$ cat src/rtl/uart_pkg.sv
// Shared UART definitions: default widths/depths and the FIFO status record
// consumed by the register block.
package uart_pkg;

   localparam int unsigned UART_WORD_WIDTH    = 8;
   localparam int unsigned UART_TX_FIFO_DEPTH = 16;
   localparam int unsigned UART_FIFO_LW       = $clog2(UART_TX_FIFO_DEPTH + 1);

   typedef struct packed {
      logic [UART_FIFO_LW-1:0] level;
      logic                    empty;
      logic                    full;
      logic                    overflow_err;
   } uart_fifo_status_t;

   // True when v is a non-zero power of two.
   function automatic bit uart_is_pow2(input int unsigned v);
      return (v != 0) && ((v & (v - 1)) == 0);
   endfunction

endpackage

$ cat src/rtl/fifo_ram.sv
// Storage array for the UART FIFOs: one synchronous write port and one
// combinational read port. Contents are deliberately not reset.
module fifo_ram #(
   parameter int unsigned WIDTH = 8,
   parameter int unsigned DEPTH = 16,
   localparam int unsigned AW   = $clog2(DEPTH)
) (
   input  logic             i_clk,
   input  logic             i_we,
   input  logic [AW-1:0]    i_waddr,
   input  logic [WIDTH-1:0] i_wdata,
   input  logic [AW-1:0]    i_raddr,
   output logic [WIDTH-1:0] o_rdata
);

   logic [WIDTH-1:0] mem [DEPTH];

   // Write port: store the word on the rising edge when enabled.
   always_ff @(posedge i_clk) begin
      if (i_we) begin
         mem[i_waddr] <= i_wdata;
      end
   end

   // Read port: combinational, gives first-word-fall-through at the top level.
   always_comb begin
      o_rdata = mem[i_raddr];
   end

endmodule

$ cat src/rtl/uart_tx_fifo.sv
// Transmit-side word buffer feeding uart_tx. Valid/ready push port in,
// first-word-fall-through valid/ready port out, sticky overflow flag.
module uart_tx_fifo
   import uart_pkg::*;
#(
   parameter int unsigned WORD_WIDTH = UART_WORD_WIDTH,
   parameter int unsigned DEPTH      = UART_TX_FIFO_DEPTH,
   localparam int unsigned LW        = $clog2(DEPTH + 1)
) (
   input  logic                  i_clk,
   input  logic                  i_rst,
   input  logic                  i_flush,
   input  logic [WORD_WIDTH-1:0] i_push_data,
   input  logic                  i_push_valid,
   output logic                  o_push_ready,
   output logic [WORD_WIDTH-1:0] o_wr_data,
   output logic                  o_wr_valid,
   input  logic                  i_wr_ready,
   output logic [LW-1:0]         o_level,
   output logic                  o_empty,
   output logic                  o_full,
   output logic                  o_overflow_err,
   input  logic                  i_err_clear
);

   localparam int unsigned AW = $clog2(DEPTH);
   localparam int unsigned PW = AW + 1;

   if (!uart_is_pow2(DEPTH) || (DEPTH < 2)) begin : g_bad_depth
      $error("uart_tx_fifo: DEPTH must be a power of two and >= 2");
   end

   logic [PW-1:0] wr_ptr_q, wr_ptr_d;
   logic [PW-1:0] rd_ptr_q, rd_ptr_d;
   logic [LW-1:0] level_q, level_d;
   logic          overflow_q, overflow_d;
   logic          empty, full;
   logic          push, pop, overflow_set;

   // Flags from the pointers; the extra MSB distinguishes full from empty.
   always_comb begin
      empty = (wr_ptr_q == rd_ptr_q);
      full  = (wr_ptr_q[AW] != rd_ptr_q[AW]) && (wr_ptr_q[AW-1:0] == rd_ptr_q[AW-1:0]);
   end

   // Handshake decode; flush overrides both ports and suppresses overflow.
   always_comb begin
      push         = i_push_valid && !full && !i_flush;
      pop          = !empty && i_wr_ready && !i_flush;
      overflow_set = i_push_valid && full && !i_flush;
   end

   // Next-state for pointers, level and the sticky error.
   always_comb begin
      wr_ptr_d   = wr_ptr_q;
      rd_ptr_d   = rd_ptr_q;
      level_d    = level_q;
      overflow_d = overflow_q;

      if (push) begin
         wr_ptr_d = wr_ptr_q + PW'(1);
      end

      if (i_flush) begin
         rd_ptr_d = wr_ptr_q;
         level_d  = '0;
      end else begin
         if (pop) begin
            rd_ptr_d = rd_ptr_q + PW'(1);
         end
         if (push && !pop) begin
            level_d = level_q + LW'(1);
         end else if (pop && !push) begin
            level_d = level_q - LW'(1);
         end
      end

      // Set wins over clear when both happen in one cycle.
      if (overflow_set) begin
         overflow_d = 1'b1;
      end else if (i_err_clear) begin
         overflow_d = 1'b0;
      end
   end

   // State registers with asynchronous reset.
   always_ff @(posedge i_clk or posedge i_rst) begin
      if (i_rst) begin
         wr_ptr_q   <= '0;
         rd_ptr_q   <= '0;
         level_q    <= '0;
         overflow_q <= 1'b0;
      end else begin
         wr_ptr_q   <= wr_ptr_d;
         rd_ptr_q   <= rd_ptr_d;
         level_q    <= level_d;
         overflow_q <= overflow_d;
      end
   end

   fifo_ram #(
      .WIDTH (WORD_WIDTH),
      .DEPTH (DEPTH)
   ) u_ram (
      .i_clk   (i_clk),
      .i_we    (push),
      .i_waddr (wr_ptr_q[AW-1:0]),
      .i_wdata (i_push_data),
      .i_raddr (rd_ptr_q[AW-1:0]),
      .o_rdata (o_wr_data)
   );

   // Output drive.
   always_comb begin
      o_empty        = empty;
      o_full         = full;
      o_push_ready   = !full;
      o_wr_valid     = !empty;
      o_level        = level_q;
      o_overflow_err = overflow_q;
   end

endmodule
$ cat config.mk
export PLATFORM = sky130hd
export DESIGN_NAME = uart_tx_fifo
export DESIGN_NICKNAME = d
export VERILOG_FILES = /design/src/rtl/uart_pkg.sv /design/src/rtl/fifo_ram.sv /design/src/rtl/uart_tx_fifo.sv
export SDC_FILE = /design/constraint.sdc
export NUM_CORES = 1
export LEC_CHECK = 0
export ABC_AREA = 0
export BUFFER_PORTS_ARGS = -buffer_cell sky130_fd_sc_hd__buf_2
export CAP_MARGIN = 20
export CORE_ASPECT_RATIO = 1.75
export CORE_MARGIN = 2
export CORE_UTILIZATION = 45
export DETAILED_ROUTE_END_ITERATION = 10
export GPL_TIMING_DRIVEN = 0
export PLACE_DENSITY_LB_ADDON = 0.3
export SYNTH_ARGS = -nofsm -noshare
export SYNTH_HDL_FRONTEND = slang
export SYNTH_HIERARCHICAL = 1
export SYNTH_SLANG_ARGS = --single-unit
export TNS_END_PERCENT = 5
$ cat constraint.sdc
create_clock -name i_clk -period 3.7 [get_ports i_clk]
set_input_delay 0 -clock i_clk [delete_from_list [all_inputs] [get_ports i_clk]]
set_output_delay 0 -clock i_clk [all_outputs]
set_load 0.05 [all_outputs]
# --- After elaboration in Yosys (flattened, before gate mapping) ---
# Memory sizes are Yosys's and may differ from the RTL's.
# Index checks and enable logic that the tools add are counted.
word_totals:
  regBits: 16
  ramBits: 128
  in_bits: 14
  output_inout_bits: 18
  wordCells: 38
  memories: 1
mem_list:
  columns: ["name", "words", "width", "read_ports", "rd_ports_with_merged_regs", "write_ports", "line", "text"]
  rows:
  - ["u_ram.mem", 16, 8, 1, 0, 1, "fifo_ram.sv:16", "logic [WIDTH-1:0] mem [DEPTH];"]
op_classes:
  addsub: 4
  n_eq_ne: 3
  mux: 9
  n_reduce_logical: 17
ops:
  columns: ["operator", "count"]
  rows:
  - ["$mux W5", 5]
  - ["$add A5 B1 Y5 const B", 3]
  - ["$logic_and A1 B1 Y1", 9]
  - ["$eq A5 B5 Y1", 1]
  - ["$logic_not A1 Y1", 5]
  - ["$sub A5 B1 Y5 const B", 1]
  - ["$eq A4 B4 Y1", 1]
  - ["$mux W1", 4]
  - ["$reduce_bool A2 Y1", 2]
  - ["$reduce_bool A3 Y1", 1]
  - ["$ne A1 B1 Y1", 1]

# --- Depth between registers and ports, before layout ---
logic_depth:
  ltp_word: 10
  mapped_depth: 9
  mapped_depth_nobuf: 9

# --- Cells and area by module ---
# The synthesis kept the hierarchy.
modules_own_cells:
  columns: ["mod", "n_inst", "cells_each", "area_each_um2", "seq_area_each_um2"]
  rows:
  - ["fifo_ram", 1, 221, 4987.3, 3843.7]
  - ["uart_tx_fifo", 1, 95, 970.9, 400.4]

# --- Worst setup path before layout ---
# OpenSTA, ideal clock, no wires.
synth_path:
  path_kind: "register to register"
  start: "register wr_ptr_q[0]"
  end: "memory u_ram.mem[0][0], enable pin"
  setup_ns: 0.383
  t_arrival_ns: 3.204
  required_ns: 3.317
  slack_ns: 0.113
  stages_incl_launch_ff: 8
  n_path_buf: 0
  synth_period_minus_slack_ns: 3.587
  cell_sequence: "dfrtp_1 xor2_1 nor4_4 nand2_1 inv_1 nor2_1 or3b_2 nor3_1"
synth_via:
  elab_chain_len: 7
synth_lines:
  columns: ["element", "line", "text"]
  rows:
  - ["start: declaration", "uart_tx_fifo.sv:33", "logic [PW-1:0] wr_ptr_q, wr_ptr_d;"]
  - ["start signal: assignment", "uart_tx_fifo.sv:94", "wr_ptr_q <= wr_ptr_d;"]
  - ["$eq A4 B4 Y1", "uart_tx_fifo.sv:43", "full = (wr_ptr_q[AW] != rd_ptr_q[AW]) && (wr_ptr_q[AW-1:0] == rd_ptr_q[AW-1:0]);"]
  - ["$logic_and A1 B1 Y1", "uart_tx_fifo.sv:43", null]
  - ["$logic_not A1 Y1", null, null]
  - ["via o_push_ready", "uart_tx_fifo.sv:15", "output logic o_push_ready,"]
  - ["$logic_and A1 B1 Y1 (2 in a row)", "uart_tx_fifo.sv:48", "push = i_push_valid && !full && !i_flush;"]
  - ["via push", "uart_tx_fifo.sv:38", "logic push, pop, overflow_set;"]
  - ["$mux W1", "fifo_ram.sv:20", "if (i_we) begin"]
  - ["$mux W1 (not written as such)", "fifo_ram.sv:21", "mem[i_waddr] <= i_wdata;"]
  - ["end: declaration", "fifo_ram.sv:16", null]
# The timed path passes the listed nets, and every way through them passes these cells.

# --- Worst setup path after layout ---
layout_path:
  start: "register wr_ptr_q[0]"
  end: "memory u_ram.mem[1][6], enable pin"
layout_via:
  elab_chain_len: 7
layout_lines:
  columns: ["element", "line"]
  rows:
  - ["$eq A4 B4 Y1", "uart_tx_fifo.sv:43"]
  - ["$logic_and A1 B1 Y1", "uart_tx_fifo.sv:43"]
  - ["$logic_not A1 Y1", "uart_tx_fifo.sv:48"]
  - ["$logic_and A1 B1 Y1 (2 in a row)", "uart_tx_fifo.sv:48"]
  - ["via push", "uart_tx_fifo.sv:38"]
  - ["$mux W1", "fifo_ram.sv:20"]
  - ["$mux W1 (not written as such)", "fifo_ram.sv:21"]
# The timed path passes the listed nets, and every way through them passes these cells.

==> results.cfg <==
[clocking]
cts_root_buffer = clkbuf_16
clkLatencyLatePin_ps = 410
clk_pin_slew_ps = 60
cts_buffers = 17
clockBufferDepth = 2
cts_tree = done
cts_setup_buffers = 0
cts_sinks = 144
htreeDepth = 4

[worst_setup_path]
arrival_ps = 3350
cp-end-kind = flop
startpoint_type = flop
crit_start = wr_ptr_q[0]
worstSetupPathType = reg2reg
cp_max_fo = 12
worstPathRequired_ps = 3730
crit-reg2reg-launch = wr_ptr_q[0]

[power_and_ir_drop]
power_density_mw_per_mm2 = 803
leakage_nw = 2.48
ir_worst_vdd_v = 0.000435

[route]
drc = 0
drt-total-wl_microns = 11600
drt-initial-drc-count = 187
wl_met1_microns = 4320
ant_nets = 0
wl_met3_microns = 508
via_count = 3081
via_per_inst = 5.45
wl_met2_microns = 6390
routedWlPerCell_microns = 20.5
firstDrtPassIters = 4
top_layer = met4

[synth]
syn-instance-count = 316
synthesis.area_sq_mm = 0.00596
synth-async-reset-ratio_pct = 11.1
synth_edf_count = 128
synth_fp_nets = 337
seq_area_frac_synth_pct = 71.2
yosys_warnings = 6
ys_ff_latch = 144
yosys_most_used_dff = edfxtp_1
syn_area_per_cell_sq_um = 18.9
yosys.cell_types.count = 38

[sta]
clock.fmax_mhz = 302
rsz0062_at_grt = no
tightest_slew_ps = 849
skew_ps = 9.19
finalCritPeriodShare_pct = 89.5
timing.final.crit_period_ps = 3310
max_slew_margin_pct = 43.0
slew_viol_final = 0
setup_viol = 0
fin_tns_setup_ps = 0
hold_viol = 0
whs_ps = 147

[placement]
place_inst = 522
dp_hpwl_microns = 7870
port_buffers = 31
place_congestion = 0.805

[hold_path]
min_from = i_wr_ready
hp-class = in2reg

[global_routing]
grt_pass1_wl_microns = 17900
grt_pass1_vias = 3165
grt_max_degree = 17
overflow = 0
antenna_found_initial = 0
grtUsageTotal_pct = 17.5

[layout]
drive_gt1_share_pct = 25.4
final_core_util_pct = 54.4
nets = 403
area_growth_syn_to_layout_pct = 18.2
num_antenna_cells = 0
fillers = 1051
finalNonFillerCells = 565

[floorplan]
ios = 32
die_h_microns = 156
rows = 55
die_w_microns = 91.0
core_area_sq_mm = 0.0129
initial_core_util_pct = 46.1
dieArea_sq_mm = 0.0142

[outcome]
status = finished, final reports clean

[flow_run]
drv_cap = 0
[cell families after synthesis]
| logic type | after synthesis | synth area share, % |
|---|---|---|
| xor+xnor | 18 | 2.65 |
| fa+ha+maj | 7 | 1.60 |
| compound gates | 32 | 3.72 |
| mux | 38 | 14.0 |
| buf+inv | 17 | 1.89 |
| flops | 144 | 71.2 |
| simple gates | 60 | 4.87 |
[sequential cells by signal (all words and copies together) (netlist names)]
| register | flops |
|---|---|
| rd_ptr_q | 5 |
| wr_ptr_q | 5 |
| o_level | 5 |
| u_ram/mem | 128 |
| o_overflow_err | 1 |
[critical path: stages, from the launching register on]
cell and delay (ps):
dfrtp_1 660, xor2_1 280, nor4_4 110, nand2_1 120, inv_1 70, nor2_1 530, or3b_2 550, nor2_1 620
[through the flow]
stage	worst slack [ps]	total power, mW	area (sq um)
after CTS	384	5.72	7040
after global routing	140	5.91	7040
after detailed placement	391	4.09	6350
after floorplan	113	3.57	5960
final	387	5.65	7040
after global placement	2.71	4.03	6330
[where the power goes]
group	switching, mW	leakage [nW]	total, mW	internal (mW)
clock network	0.672	0.272	1.62	0.943
registers	0.188	1.35	2.11	1.93
logic	1.18	0.853	1.93	0.745
[synth_stat cells, types with 2 or more instances]
master | count | area share (%)
edfxtp_1 | 128 | 65
nand2_1 | 20 | 1.3
nor2_1 | 19 | 1.2
mux4_2 | 18 | 6.8
a22oi_1 | 16 | 2.0
dfrtp_1 | 16 | 6.7
mux4_1 | 14 | 6.2
xnor2_1 | 9 | 1.3
xor2_1 | 9 | 1.3
ha_1 | 6 | 1.3
inv_1 | 6 | 0.38
o21ai_0 | 6 | 0.50
nand4_1 | 4 | 0.42
nor3_1 | 4 | 0.34
a21oi_1 | 3 | 0.25
buf_2 | 3 | 0.25
buf_6 | 3 | 0.57
clkdlybuf4s25_2 | 3 | 0.50
mux2_2 | 3 | 0.57
mux2i_1 | 3 | 0.50
nand2b_1 | 3 | 0.32
nand3_1 | 3 | 0.25
nand3b_1 | 2 | 0.25
[final timing paths]
path	end	slack, ps	cells after the start
max in group asynchronous	rd_ptr_q[2]	3030	3
setup reg to reg	u_ram/mem[1][6]	390	7
setup / recovery	u_ram/mem[1][6]	390	7
hold / removal	rd_ptr_q[0]	150	4
hold reg to reg	o_level[4]	520	1
min in group asynchronous	wr_ptr_q[4]	240	3
[timing repair]
| action | in CTS | in global routing |
|---|---|---|
| endpoints found under the hold margin | 126 | 0 |
| setup endpoints to repair | 0 | 0 |
| hold buffers | 12 | 0 |
| resized for setup | 0 | 0 |
[per-layer routing]
layer | GRT usage (%) | up-vias
met5 | 0 | -
met2 | 31.4 | 88
li1 | - | 1407
met3 | 3.76 | 19
met1 | 19.9 | 1567
met4 | 8.37 | 0
[layout by cell type, fill, tap and decap left out, drive strengths merged, types with 2 or more instances in the layout]
cell           instances
ha                     6
a22oi                 16
mux2i                  3
nand3b                 2
clkinv                 2
nand3                  3
dfrtp                 16
a21oi                  3
mux2                   3
inv                   14
xor2                   9
mux4                  32
nor2                  19
nand2                 20
clkdlybuf4s25          3
nand4                  4
edfxtp               128
o21ai                  7
xnor2                  9
nor3                   4
dlygate4sd3           12
nand2b                 3
clkinvlp               3
clkbuf                18
buf                   42
[cell type report]
type | count | area (sq um) | area share (%)
Buffer | 11 | 90.1 | 1.28
Sequential cell | 144 | 4240 | 60.3
Clock buffer | 17 | 425 | 6.04
Timing Repair Buffer | 47 | 298 | 4.23
Clock inverter | 14 | 145 | 2.06
Tap cell | 171 | 214 | 3.04
Inverter | 6 | 22.5 | 0.320
Multi-Input combinational cell | 155 | 1600 | 22.7
No activity file was read; power rests on OpenSTA's default activity.
